File: src/rtl/fetch_redirect_ctrl_pkg.sv
// Shared control-path definitions for the fetch redirect controller.
//   state_t          : fetch FSM states (BOOT, RUN, REDIR_PEND)
//   INSTR_BYTES      : sequential fetch stride
//   RESET_PC_DEFAULT : default reset fetch address
//   word_align()     : clears the two low address bits of a redirect target
package cpu_ctrl_pkg;

    typedef enum logic [1:0] {
        BOOT       = 2'd0,
        RUN        = 2'd1,
        REDIR_PEND = 2'd2
    } state_t;

    localparam logic [31:0] INSTR_BYTES      = 32'd4;
    localparam logic [31:0] RESET_PC_DEFAULT = 32'h0000_0000;

    function automatic logic [31:0] word_align(input logic [31:0] addr);
        return {addr[31:2], 2'b00};
    endfunction

endpackage

File: src/rtl/fetch_redirect_ctrl_if.sv
// Hazard-unit / instruction-memory side of the fetch redirect controller.
//   BRANCH_IN, TARGET_IN : taken redirect resolved in EX and its target
//   STALL_IN             : load-use stall request
//   IMEM_BUSY            : instruction memory cannot accept a new fetch
//   PC_OUT, FETCH_VALID  : fetch address and IF/ID capture enable
//   FLUSH_IFID/IDEX      : pipeline register bubble insertion
//   MISALIGN             : sticky misaligned-target flag
//   REDIRECT_COUNT/STALL_COUNT : saturating performance counters
// Modport master drives the hazard inputs; slave is the controller.
interface fetch_redirect_ctrl_if #(
    parameter int CNT_W = 16
);
    logic             BRANCH_IN;
    logic [31:0]      TARGET_IN;
    logic             STALL_IN;
    logic             IMEM_BUSY;
    logic [31:0]      PC_OUT;
    logic             FETCH_VALID;
    logic             FLUSH_IFID;
    logic             FLUSH_IDEX;
    logic             MISALIGN;
    logic [CNT_W-1:0] REDIRECT_COUNT;
    logic [CNT_W-1:0] STALL_COUNT;

    modport master (
        output BRANCH_IN, TARGET_IN, STALL_IN, IMEM_BUSY,
        input  PC_OUT, FETCH_VALID, FLUSH_IFID, FLUSH_IDEX,
        input  MISALIGN, REDIRECT_COUNT, STALL_COUNT
    );

    modport slave (
        input  BRANCH_IN, TARGET_IN, STALL_IN, IMEM_BUSY,
        output PC_OUT, FETCH_VALID, FLUSH_IFID, FLUSH_IDEX,
        output MISALIGN, REDIRECT_COUNT, STALL_COUNT
    );
endinterface

File: src/rtl/fetch_redirect_ctrl_sat_counter.sv
// Saturating event counter: counts INC pulses, sticks at all-ones.
//   CLK, RESET_N (async active-low), INC (count enable), COUNT (value)
module sat_counter #(
    parameter int CNT_W = 16
) (
    input  logic             CLK,
    input  logic             RESET_N,
    input  logic             INC,
    output logic [CNT_W-1:0] COUNT
);

    always_ff @(posedge CLK or negedge RESET_N) begin
        if (!RESET_N) begin
            COUNT <= '0;
        end else if (INC && (COUNT != '1)) begin
            COUNT <= COUNT + CNT_W'(1);
        end
    end

endmodule

File: src/rtl/fetch_redirect_ctrl.sv
// Fetch-side PC owner. Applies EX redirects, load-use stalls and
// instruction-memory back-pressure to the fetch address, and drives the
// IF/ID and ID/EX flush lines plus the IF/ID capture enable.
//   CLK, RESET_N : clock, async active-low reset
//   bus (slave)  : hazard inputs, fetch address, flushes, status/counters
module fetch_redirect_ctrl
    import cpu_ctrl_pkg::*;
#(
    parameter logic [31:0] RESET_PC = RESET_PC_DEFAULT,
    parameter int          CNT_W    = 16
) (
    input  logic                 CLK,
    input  logic                 RESET_N,
    fetch_redirect_ctrl_if.slave bus
);

    state_t      state, state_next;
    logic [31:0] pc, pc_next;
    logic [31:0] pend_target, pend_target_next;
    logic        pend_first, pend_first_next;
    logic        misalign;
    logic        misalign_set;
    logic        fetch_valid, flush_ifid, flush_idex;
    logic        redirect_inc, stall_inc;
    logic [31:0] target_aligned;
    logic        target_misaligned;

    assign target_aligned    = word_align(bus.TARGET_IN);
    assign target_misaligned = |bus.TARGET_IN[1:0];

    always_ff @(posedge CLK or negedge RESET_N) begin
        if (!RESET_N) begin
            state       <= BOOT;
            pc          <= RESET_PC;
            pend_target <= '0;
            pend_first  <= 1'b0;
            misalign    <= 1'b0;
        end else begin
            state       <= state_next;
            pc          <= pc_next;
            pend_target <= pend_target_next;
            pend_first  <= pend_first_next;
            if (misalign_set) begin
                misalign <= 1'b1;
            end
        end
    end

    always_comb begin
        state_next       = state;
        pc_next          = pc;
        pend_target_next = pend_target;
        pend_first_next  = 1'b0;
        fetch_valid      = 1'b0;
        flush_ifid       = 1'b0;
        flush_idex       = 1'b0;
        redirect_inc     = 1'b0;
        stall_inc        = 1'b0;
        misalign_set     = 1'b0;

        unique case (state)
            BOOT: begin
                state_next = RUN;
            end

            RUN: begin
                // A branch outranks a stall: the stalled ID instruction is
                // on the wrong path and gets flushed anyway.
                if (bus.BRANCH_IN) begin
                    flush_ifid   = 1'b1;
                    flush_idex   = 1'b1;
                    redirect_inc = 1'b1;
                    misalign_set = target_misaligned;
                    if (bus.IMEM_BUSY) begin
                        pend_target_next = target_aligned;
                        pend_first_next  = 1'b1;
                        state_next       = REDIR_PEND;
                    end else begin
                        pc_next = target_aligned;
                    end
                end else if (bus.STALL_IN) begin
                    stall_inc = 1'b1;
                end else if (!bus.IMEM_BUSY) begin
                    fetch_valid = 1'b1;
                    pc_next     = pc + INSTR_BYTES;
                end
            end

            REDIR_PEND: begin
                // Keep IF/ID as a bubble for as long as memory stalls so the
                // wrong-path word is never captured.
                flush_ifid = 1'b1;
                flush_idex = pend_first;
                if (bus.BRANCH_IN) begin
                    pend_target_next = target_aligned;
                    redirect_inc     = 1'b1;
                    misalign_set     = target_misaligned;
                end
                if (!bus.IMEM_BUSY) begin
                    // A branch arriving on the release cycle is the newest
                    // redirect and therefore the one applied.
                    pc_next    = bus.BRANCH_IN ? target_aligned : pend_target;
                    state_next = RUN;
                end
            end

            default: begin
                state_next = BOOT;
            end
        endcase
    end

    sat_counter #(.CNT_W(CNT_W)) u_redirect_cnt (
        .CLK     (CLK),
        .RESET_N (RESET_N),
        .INC     (redirect_inc),
        .COUNT   (bus.REDIRECT_COUNT)
    );

    sat_counter #(.CNT_W(CNT_W)) u_stall_cnt (
        .CLK     (CLK),
        .RESET_N (RESET_N),
        .INC     (stall_inc),
        .COUNT   (bus.STALL_COUNT)
    );

    assign bus.PC_OUT      = pc;
    assign bus.FETCH_VALID = fetch_valid;
    assign bus.FLUSH_IFID  = flush_ifid;
    assign bus.FLUSH_IDEX  = flush_idex;
    assign bus.MISALIGN    = misalign;

endmodule

File: src/flat_wrapper.sv
// flat-port wrapper written by rule: the top's interface ports become plain ports
module fetch_redirect_ctrl_flat import cpu_ctrl_pkg::*;
#(
    parameter logic [31:0] RESET_PC = RESET_PC_DEFAULT,
    parameter int          CNT_W    = 16
)
  (CLK, RESET_N, bus_BRANCH_IN, bus_TARGET_IN, bus_STALL_IN, bus_IMEM_BUSY, bus_PC_OUT, bus_FETCH_VALID, bus_FLUSH_IFID, bus_FLUSH_IDEX, bus_MISALIGN, bus_REDIRECT_COUNT, bus_STALL_COUNT);
  fetch_redirect_ctrl_if #(.CNT_W(CNT_W)) bus_i ();
  input  logic CLK;
  input  logic RESET_N;
  input wire logic [$bits(bus_i.BRANCH_IN)-1:0] bus_BRANCH_IN;
  input wire logic [$bits(bus_i.TARGET_IN)-1:0] bus_TARGET_IN;
  input wire logic [$bits(bus_i.STALL_IN)-1:0] bus_STALL_IN;
  input wire logic [$bits(bus_i.IMEM_BUSY)-1:0] bus_IMEM_BUSY;
  output wire logic [$bits(bus_i.PC_OUT)-1:0] bus_PC_OUT;
  output wire logic [$bits(bus_i.FETCH_VALID)-1:0] bus_FETCH_VALID;
  output wire logic [$bits(bus_i.FLUSH_IFID)-1:0] bus_FLUSH_IFID;
  output wire logic [$bits(bus_i.FLUSH_IDEX)-1:0] bus_FLUSH_IDEX;
  output wire logic [$bits(bus_i.MISALIGN)-1:0] bus_MISALIGN;
  output wire logic [$bits(bus_i.REDIRECT_COUNT)-1:0] bus_REDIRECT_COUNT;
  output wire logic [$bits(bus_i.STALL_COUNT)-1:0] bus_STALL_COUNT;
  assign bus_i.BRANCH_IN = bus_BRANCH_IN;
  assign bus_i.TARGET_IN = bus_TARGET_IN;
  assign bus_i.STALL_IN = bus_STALL_IN;
  assign bus_i.IMEM_BUSY = bus_IMEM_BUSY;
  assign bus_PC_OUT = bus_i.PC_OUT;
  assign bus_FETCH_VALID = bus_i.FETCH_VALID;
  assign bus_FLUSH_IFID = bus_i.FLUSH_IFID;
  assign bus_FLUSH_IDEX = bus_i.FLUSH_IDEX;
  assign bus_MISALIGN = bus_i.MISALIGN;
  assign bus_REDIRECT_COUNT = bus_i.REDIRECT_COUNT;
  assign bus_STALL_COUNT = bus_i.STALL_COUNT;
  fetch_redirect_ctrl #(.RESET_PC(RESET_PC), .CNT_W(CNT_W)) u_core (.CLK(CLK), .RESET_N(RESET_N), .bus(bus_i));
endmodule
File: config.mk
export PLATFORM = sky130hd
export DESIGN_NAME = fetch_redirect_ctrl_flat
export DESIGN_NICKNAME = d
export VERILOG_FILES = /design/src/rtl/fetch_redirect_ctrl_pkg.sv /design/src/rtl/fetch_redirect_ctrl_if.sv /design/src/rtl/fetch_redirect_ctrl_sat_counter.sv /design/src/rtl/fetch_redirect_ctrl.sv /design/src/flat_wrapper.sv
export SDC_FILE = /design/constraint.sdc
export NUM_CORES = 1
export LEC_CHECK = 0
export CAP_MARGIN = 20
export CORE_ASPECT_RATIO = 0.75
export CORE_MARGIN = 2
export CORE_UTILIZATION = 25
export CTS_CLUSTER_DIAMETER = 100
export DETAILED_ROUTE_END_ITERATION = 6
export SLEW_MARGIN = 20
export SYNTH_ARGS = -nofsm -noshare
export SYNTH_HDL_FRONTEND = slang
export SYNTH_SLANG_ARGS = --single-unit
File: constraint.sdc
create_clock -name CLK -period 2.8 [get_ports CLK]
set_clock_uncertainty 0.15 [all_clocks]
set_input_delay 0.56 -clock CLK [delete_from_list [all_inputs] [get_ports CLK]]
set_output_delay 0.56 -clock CLK [all_outputs]
set_load 0.01 [all_outputs]
# Yosys cells after proc, flatten, opt, wreduce, memory -nomap -nowiden
# Cells that the tools add are included.
# totals
reg_bits,100
output_inout_bits,68
# classes
addsub,3
eq_ne,9
muxes,30
n_reduce_logical,9
# ops
cell,count
32-bit 2-to-1 mux,8
32-bit one-hot mux with 2 select lines,2
"16-bit by 1-bit adder with 16-bit output, second input constant",2
"32-bit by 3-bit adder with 32-bit output, second input constant",1
"16-bit inequality test, second input constant",2
1-bit 2-to-1 mux,14
"2-bit inequality test, second input constant",4
2-bit 2-to-1 mux,3
2-bit one-hot mux with 3 select lines,1
3-bit AND reduction,2
1-bit one-hot mux with 2 select lines,2
4-bit AND reduction,1
2-bit OR reduction,2
"3-bit inequality test, second input constant",1
"2-bit by 1-bit equality test with 1-bit output, second input constant",1
"2-bit equality test, second input constant",1
1-bit logical AND,2
2-bit zero test,1
2-bit nonzero test,1

# Longest topological paths before layout
# Gate-level depths: netlist of run 1.
# logic_depth
ltp_word,5
ltp_mapped,9
ltp_nobuf,7

# Cells and area by module
# Synthesis of run 1 repeated with hierarchy kept, for this count alone.
# unflattened
cells_unflattened,524
area_unflattened_um2,5451.5
# by_module_without_submodules
module,n_inst,cells_per_inst,area_per_inst_um2
fetch_redirect_ctrl,1,380,3732.3
sat_counter,2,72,859.6

# Worst setup path after synthesis of run 1
# Ideal clock, no wire load.
# synth_path
path_kind,register to register
from,reg u_core.state[0]
to,reg u_core.pc[26] (netlist: u_core.bus.PC_OUT[26])
arrival_time_ns,2.022
path_slack_ns,0.559
path_stages_with_launch,10
path_buffers,2
synth_period_minus_slack_ns,2.241
cell_sequence,dfrtp_1 > inv_1 > ha_1 > buf_6 > or2_1 > buf_6 > or3_4 > nor3_4 > or3b_1 > nand3_1
# synth_via
elab_chain_cells,3
elab_cells_between_ends,8
cone_classes,eq/ne: 5; mux: 1; reduce/logical: 2
# synth_lines
item,line_no,text
"start, declared",fetch_redirect_ctrl.sv:17,"state_t state, state_next;"
"start signal, assigned",fetch_redirect_ctrl.sv:39,state <= state_next;
2-bit by 1-bit equality test with 1-bit output or 2-bit equality test (tied branches),fetch_redirect_ctrl.sv:61,unique case (state)
"3-bit inequality test (no source line), or another cell as far along",n/a,
4-bit AND reduction (no source line),n/a,
"end signal, assigned",fetch_redirect_ctrl.sv:40,pc <= pc_next;
"end, declared",fetch_redirect_ctrl.sv:18,"logic [31:0] pc, pc_next;"
# Parallel ways exist; a longest one is shown, timed or not.
# A chain may end at the register's enable or synchronous reset.

# Final worst setup path of run 1
# layout_path
from,reg u_core.state[1]
to,out bus_FLUSH_IFID
# layout_via
elab_chain_cells,2
elab_cells_between_ends,3
cone_classes,eq/ne: 2; mux: 1
# layout_lines
item,line_no,text
2-bit equality test or 2-bit by 1-bit equality test with 1-bit output (tied branches),fetch_redirect_ctrl.sv:61,
1-bit one-hot mux with 2 select lines (*),fetch_redirect_ctrl.sv:61,
"end, declared",flat_wrapper.sv:17,output wire logic [$bits(bus_i.FLUSH_IFID)-1:0] bus_FLUSH_IFID;
# Mark *: on every way between the ends. The rest lies on a longest branch, timed or not.

==> results of run 1 <==
[state kept, by name, indices dropped and copies added (netlist names)]
signal / flops
u_core.bus.MISALIGN: 1
u_core.state: 2
u_core.pend_first: 1
u_core.u_redirect_cnt.COUNT: 16
u_core.pend_target: 32
u_core.bus.PC_OUT: 32
u_core.u_stall_cnt.COUNT: 16
[worst paths after layout]
kind | startpoint | slack [ns] | cells after the start | to
setup / recovery | u_core.state[1] | 0.18 | 5 | bus_FLUSH_IFID
hold / removal | RESET_N | 0.09 | 2 | u_core.u_redirect_cnt.COUNT[12]
setup reg to reg | u_core.state[0] | 0.44 | 9 | u_core.bus.PC_OUT[29]
hold reg to reg | u_core.bus.MISALIGN | 0.33 | 1 | u_core.bus.MISALIGN
max in group asynchronous | RESET_N | 1.96 | 2 | u_core.bus.PC_OUT[24]
min in group CLK | u_core.bus.MISALIGN | 0.33 | 1 | u_core.bus.MISALIGN
[repair_timing]
action / in CTS / in global routing
gates resized for setup: 5 / 2
setup buffers: 0 / 0
endpoints found under the setup margin: 1 / 1
pin swaps: 0 / 0
hold buffers: 0 / 0
hold endpoints to repair: 0 / 0
[per-layer routing]
| layer | wire length (um) | GRT usage (%) | up-vias |
|---|---|---|---|
| li1 | - | - | 2122 |
| met1 | 7650 | 20.6 | 2122 |
| met2 | 6100 | 19.5 | 98 |
| met3 | 728 | 3.48 | 11 |
| met4 | 188 | 4.07 | 0 |
| met5 | 0 | 0 | - |
[area by class of cell]
cell class,count,area (um^2)
fill,2075,13300
multi-input combinational,375,2540
sequential,100,2500
timing repair buffer,121,1200
tap,258,323
clock buffer,12,246
clock inverter,4,72.6
inverter,10,37.5
[cells by family (layout without fill, tap and decap cells)]
group / count (synthesis) / count (layout) / synth area share, %
multiplexers: 36 / 36 / 7.80
AO/OA/AOI/OAI: 131 / 131 / 16.5
AND/OR/NAND/NOR: 177 / 177 / 18.6
flip-flops: 100 / 100 / 48.4
adder cells (fa/ha/maj): 6 / 6 / 1.45
buffers and inverters: 36 / 147 / 2.95
XOR/XNOR: 25 / 25 / 4.24
[where the power goes]
part	switching [mW]	internal, mW	total [mW]
Combinational	1.31	1.39	2.70
Clock	0.555	0.808	1.36
Sequential	0.574	1.97	2.55
Total	2.44	4.17	6.61
[worst register-to-register path: cells and delay by family (launching register included)]
kind,cells,cell delay [ns]
AO/OA/AOI/OAI,3,0.55
buffers and inverters,3,0.63
AND/OR/NAND/NOR,2,0.28
adder cells (fa/ha/maj),1,0.25
flip-flops,1,0.42
[cell usage in the layout, fill, tap and decap left out, drive strengths merged, types with 14 or more instances in the layout]
master,netlist,layout
o21ai,44,44
clkdlybuf4s50,0,101
nand4,15,15
mux2,34,34
nand2,35,35
nand3,26,26
a21oi,17,17
xnor2,19,19
buf,9,19
nor3,14,14
and3,16,16
nor2,31,31
dfrtp,100,100
==> metrics.md, run 1 <==
| Metric | Value |
|---|---|
| Final #Nets | `660` |
| Pre-CTS WS | `0.207 ns` |
| Setup crit end kind | `output port` |
| CTS tree | `yes` |
| Fmax | `381 MHz` |
| I/O pin count | `105` |
| Fin crit period | `2.62 ns` |
| Ranking of synthesized cells by area | `dfrtp_1, mux2_2, o21ai_0, xnor2_1, nand2_1` |
| Family with the most delay on the worst path | `buffers and inverters` |
| Row cnt | `45` |
| RSZ-0062 raised after global routing | `no` |
| Kind of critical path | `reg -> out` |
| H-tree depth | `3` |
| Critical Path AT | `1.91 ns` |
| Initial antenna violation count | `0` |
| Slew @ Worst Pin | `0.579 ns` |
| CTS Sinks | `100` |
| Crit start category | `flip-flop` |
| Final wirelength | `14.7 mm` |
| Number of global-route vias before repair | `4146` |
| Critical-path cell list | `inv_2, ha_4, and2_1, o21a_1, clkdlybuf4s50_1` |
| Routability cong. | `0.737` |
| VDD IR max | `0.387 mV` |
| Asr flop ratio synth | `100%` |
| Primary FF master, synth | `dfrtp_1` |
| Clock transition at path regs | `0.07 ns` |
| Post-layout util | `34.2%` |
| Worst slew margin | `61.1%` |
| Worst EP required | `2.09 ns` |
| Max FO, Critical Path | `8` |
| Count leader, synth | `dfrtp_1` |
| Syn Std Cell Area | `5170 um^2` |
| GRT Residual Overflow | `0` |
| Final setup viols | `0` |
| Fin crit share | `93.7%` |
| Via-to-Cell Ratio | `4.95` |
| Top cell type by total area after synthesis | `dfrtp_1` |
| Syn nets | `554` |
| Worst hold margin | `0.0901 ns` |
| Hold Vio Cnt, Final | `0` |
| Placed Instance Area | `6580 um^2` |
| Sum Neg Setup Slack | `0 ns` |
| Mapped Cells | `511` |
| WL per Instance | `16.7 um` |
| Drt drc | `0` |
| CTS Buffer Depth | `2` |
| CP Buf/Inv Count | `2` |
| First-pass GRT wire length | `23.6 mm` |
| Syn Area/Cell | `10.1 um^2` |
| Slowest CP cell | `clkdlybuf4s50_1` |
| CORE AREA | `20300 um^2` |
| Hpwl dp | `10.4 mm` |
| Die height | `128 um` |
| CP max stage delay | `0.55 ns` |
| Register bit total from synthesis | `100` |
| Fin cells | `880` |
| Top cells by count, synth | `dfrtp_1, o21ai_0, nand2_1` |
| DRT iter0 DRCs | `294` |
| Distinct cells, synth | `55` |
| P_leak | `2.74 nW` |
| Top cell type's share of synthesized area | `48.4%` |
| Die W | `170 um` |
| Root Driver | `clkbuf_16` |
| Post-Layout Inst Area | `6930 um^2` |
| Via count | `4353` |
| Final worst slack | `0.177 ns` |
| Share of cells above drive strength 1 | `12.7%` |
| Clock Latency Late Sink | `0.35 ns` |
| Starting density of the core | `25.5%` |
| Max_cap viols | `0` |
| Register area share after synthesis | `48.4%` |
| Layout Area Growth over Synthesis | `34.1%` |
| Post-route ant nets | `0` |
| Placed Instances | `864` |
| GRT Util Overall | `13.8%` |
| Die area | `21800 um^2` |
| Pre-Repair DR Iteration Count | `5` |
| Fin. max-slew vios | `0` |
| Total power | `6.61 mW` |
| Pin count of the biggest net entering global routing | `101` |
| Power per cell area | `954 nW/um^2` |
| Num CTS Buffers | `9` |
| Synth Warn # | `0` |
| IO buf count | `104` |
| Min-Delay Path Class | `in -> async` |
| Ant diodes | `0` |
| EDFF count, synth | `0` |
| Status | `finished, final reports clean` |
Power figures use the tool's default switching activity.
==> run 2, diff against run 1 <==
- SYNTH_HIERARCHICAL: not set -> 1
==> run 2 against run 1 <==
The run now ends with negative hold slack left. Sequential share of layout area is 1.5 points lower. Maximum frequency down 1.0%. Critical path type unchanged. Via count grew 7.9%. Global-route usage increased by 0.067 points. Power fell by 4.8%. Design area rose by 4.4%. Hold slack got worse by 0.096 ns. Die area is 5.4% higher. Non-clock buffer count rose by 3.
==> metrics.md, run 2 <==
| Metric | Value |
|---|---|
| Final #Nets | `676 (+2.4%)` |
| M1 GR Usage | `19.4% (-1.2 points)` |
| Placed Instances | `910 (+5.3%)` |
| EDFF count, synth | `0 (unchanged)` |
| M2 GR Usage | `21.0% (+1.5 points)` |
| P_leak | `2.87 nW (+4.7%)` |
| Hpwl dp | `11.1 mm (+7.0%)` |
| Ranking of synthesized cells by area | `dfrtp_1, mux2_2, nand3_1, o21ai_0, nand4_1` |
| Final wirelength | `15.7 mm (+6.9%)` |
| I/O pin count | `105 (unchanged)` |
| Placed Instance Area | `6920 um^2 (+5.2%)` |
| IO buf count | `104 (unchanged)` |
| Register area share after synthesis | `45.9% (-2.5 points)` |
| Fin crit period | `2.65 ns (+0.0274 ns)` |
| Count leader, synth | `dfrtp_1` |
| Max_cap viols | `0 (unchanged)` |
| Fin. max-slew vios | `0 (unchanged)` |
| RSZ-0062 raised after global routing | `no` |
| Register bit total from synthesis | `100 (unchanged)` |
| Final setup viols | `0 (unchanged)` |
| Post-route ant nets | `0 (unchanged)` |
| CTS tree | `yes` |
| First-pass GRT wire length | `25.6 mm (+8.3%)` |
| Gr busiest metal | `met2` |
| Clock transition at path regs | `0.07 ns (about the same)` |
| Worst slew margin | `65.3% (+4.2 points)` |
| Syn nets | `567 (+2.3%)` |
| CTS Buffer Depth | `2 (unchanged)` |
| Via count | `4699 (+7.9%)` |
| Worst hold margin | `-0.00573 ns (-0.0958 ns)` |
| Share of cells above drive strength 1 | `15.7% (+3.0 points)` |
| Status | `finished with violations` |
| Critical Path AT | `1.94 ns (+0.03 ns)` |
| Drt drc | `0 (unchanged)` |
| Max FO, Critical Path | `5 (-3)` |
| Global-route met3 utilization | `4.18% (+0.71 points)` |
| Die area | `23000 um^2 (+5.4%)` |
| Top cell type's share of synthesized area | `45.9% (-2.5 points)` |
| Worst EP required | `2.09 ns (about the same)` |
| Die W | `175 um (+2.7%)` |
| Pre-Repair DR Iteration Count | `5 (unchanged)` |
| Syn Area/Cell | `10.4 um^2 (+2.9%)` |
| WL per Instance | `16.9 um (+1.6%)` |
| Ant diodes | `0 (unchanged)` |
| Kind of critical path | `reg -> out` |
| Post-layout util | `34.0% (-0.21 points)` |
| DRT iter0 DRCs | `451 (+53%)` |
| CORE AREA | `21300 um^2 (+5.1%)` |
| Row cnt | `46 (+2.2%)` |
| VDD IR max | `0.323 mV (-16%)` |
| Asr flop ratio synth | `100% (unchanged)` |
| Reg area | `2500 um^2 (unchanged)` |
| Post-Layout Inst Area | `7230 um^2 (+4.4%)` |
| Num CTS Buffers | `9 (unchanged)` |
| Crit start category | `flip-flop` |
| Synth Warn # | `6 (+6)` |
| Number of hold buffers added after CTS | `0 (unchanged)` |
| Mapped Cells | `524 (+2.5%)` |
| Fill cells | `2204 (+6.2%)` |
| Power per cell area | `870 nW/um^2 (-8.8%)` |
| Syn Std Cell Area | `5450 um^2 (+5.5%)` |
| Total power | `6.29 mW (-4.8%)` |
| Commonest non-fill, non-tap cells in the layout | `clkdlybuf4s50_1, dfrtp_1, nand2_1, nand3_1, o21ai_0` |
| Fmax | `377 MHz (-1.0%)` |
| Layout Area Growth over Synthesis | `32.7%` |
| Fin crit share | `94.7% (+0.98 points)` |
| Distinct cells, synth | `66 (+20%)` |
| Multi-input gate area | `2820 um^2 (+11%)` |
| Top cell type by total area after synthesis | `dfrtp_1` |
| Top cells by count, synth | `dfrtp_1, nand2_1, nand3_1, o21ai_0` |
| Post-CTS setup buffers | `0 (unchanged)` |
| Clock Latency Late Sink | `0.36 ns (about the same)` |
| GRT Util Overall | `13.9% (+0.067 points)` |
| Fin cells | `926 (+5.2%)` |
| Pin count of the biggest net entering global routing | `49 (-51%)` |
| CTS Sinks | `100 (unchanged)` |
| Min-Delay Path Class | `in -> async` |
| Starting density of the core | `25.6% (+0.11 points)` |
| Hold Vio Cnt, Final | `2 (+2)` |
| Failing checks | `negative hold slack` |
| Root Driver | `clkbuf_16` |
| H-tree depth | `3 (unchanged)` |
| Setup crit end kind | `output port` |
| Routability cong. | `0.792 (+7.5%)` |
| Number of global-route vias before repair | `4731 (+14%)` |
| Die height | `132 um (+2.6%)` |
| Initial antenna violation count | `0 (unchanged)` |
| Slew @ Worst Pin | `0.517 ns (-0.0628 ns)` |
| GRT Residual Overflow | `0 (unchanged)` |
| Primary FF master, synth | `dfrtp_1` |
| Via-to-Cell Ratio | `5.07 (+2.6%)` |
==> run 2: final timing paths <==
kind                                     start               endpoint  slack, ns  depth (start not counted)
setup / recovery               u_core/state[1]         bus_FLUSH_IFID       0.15                          5
min in group CLK           u_core/bus.MISALIGN    u_core/bus.MISALIGN       0.33                          1
setup reg to reg               u_core/state[0]  u_core/bus.PC_OUT[14]       0.35                          7
max in group asynchronous              RESET_N  u_core/bus.PC_OUT[24]       1.84                          2
hold / removal                         RESET_N  u_core/bus.PC_OUT[12]     -0.006                          1
hold reg to reg            u_core/bus.MISALIGN    u_core/bus.MISALIGN       0.33                          1
==> run 2: layer usage <==
layer	up-vias	part of all wire, %
met2	156	44
met1	2303	49
li1	2229	-
met4	0	0.87
met5	-	0
met3	11	6.6
==> run 2: layout make-up <==
class,instances,area share [%]
well taps,288,4.98
clock inverters,5,0.588
multi-input cells,390,39.0
clock buffers,11,3.49
repair buffers,124,16.9
inverters,8,0.415
flip-flops and latches,100,34.6
==> run 2: per-stage QoR <==
stage | hold slack [ns] | setup WS (ns) | setup TNS, ns
after floorplan | 0.114 | 0.448 | 0
after global placement | 0.304 | -0.237 | -0.237
after detailed placement | 0.305 | -0.158 | -0.158
after CTS | 0.0108 | 0.00786 | 0
after global routing | 0.0292 | 0.0316 | 0
final | -0.00573 | 0.150 | 0
==> run 2: where the power goes <==
group          total (mW)  switching [mW]  leakage [nW]  internal (mW)
sequential           2.56           0.606          1.24           1.96
combinational        2.47            1.16          1.48           1.30
clock                1.26           0.596         0.148          0.665
==> run 2: kinds of logic after synthesis <==
| kind of cell | after synthesis | synth area share, % |
|---|---|---|
| and+or+nand+nor | 198 | 22.9 |
| adders and majority gates | 6 | 1.38 |
| DFF | 100 | 45.9 |
| muxes | 38 | 7.73 |
| xor gates and xnor gates | 14 | 2.25 |
| buffers and inverters | 34 | 2.78 |
| AOI/OAI and AO/OA | 134 | 17.1 |
==> run 2: worst max-delay path, cell delays in order, from the launching register on <==
cell and delay [ns]:
dfrtp_1 0.41, inv_1 0.10, ha_2 0.22, and2_1 0.15, o21a_1 0.13, clkdlybuf4s50_1 0.58
==> run 2: what timing repair did <==
action / CTS / global route
hold endpoints to repair: 0 / 0
resized for setup: 4 / 1
setup endpoints to repair: 2 / 1
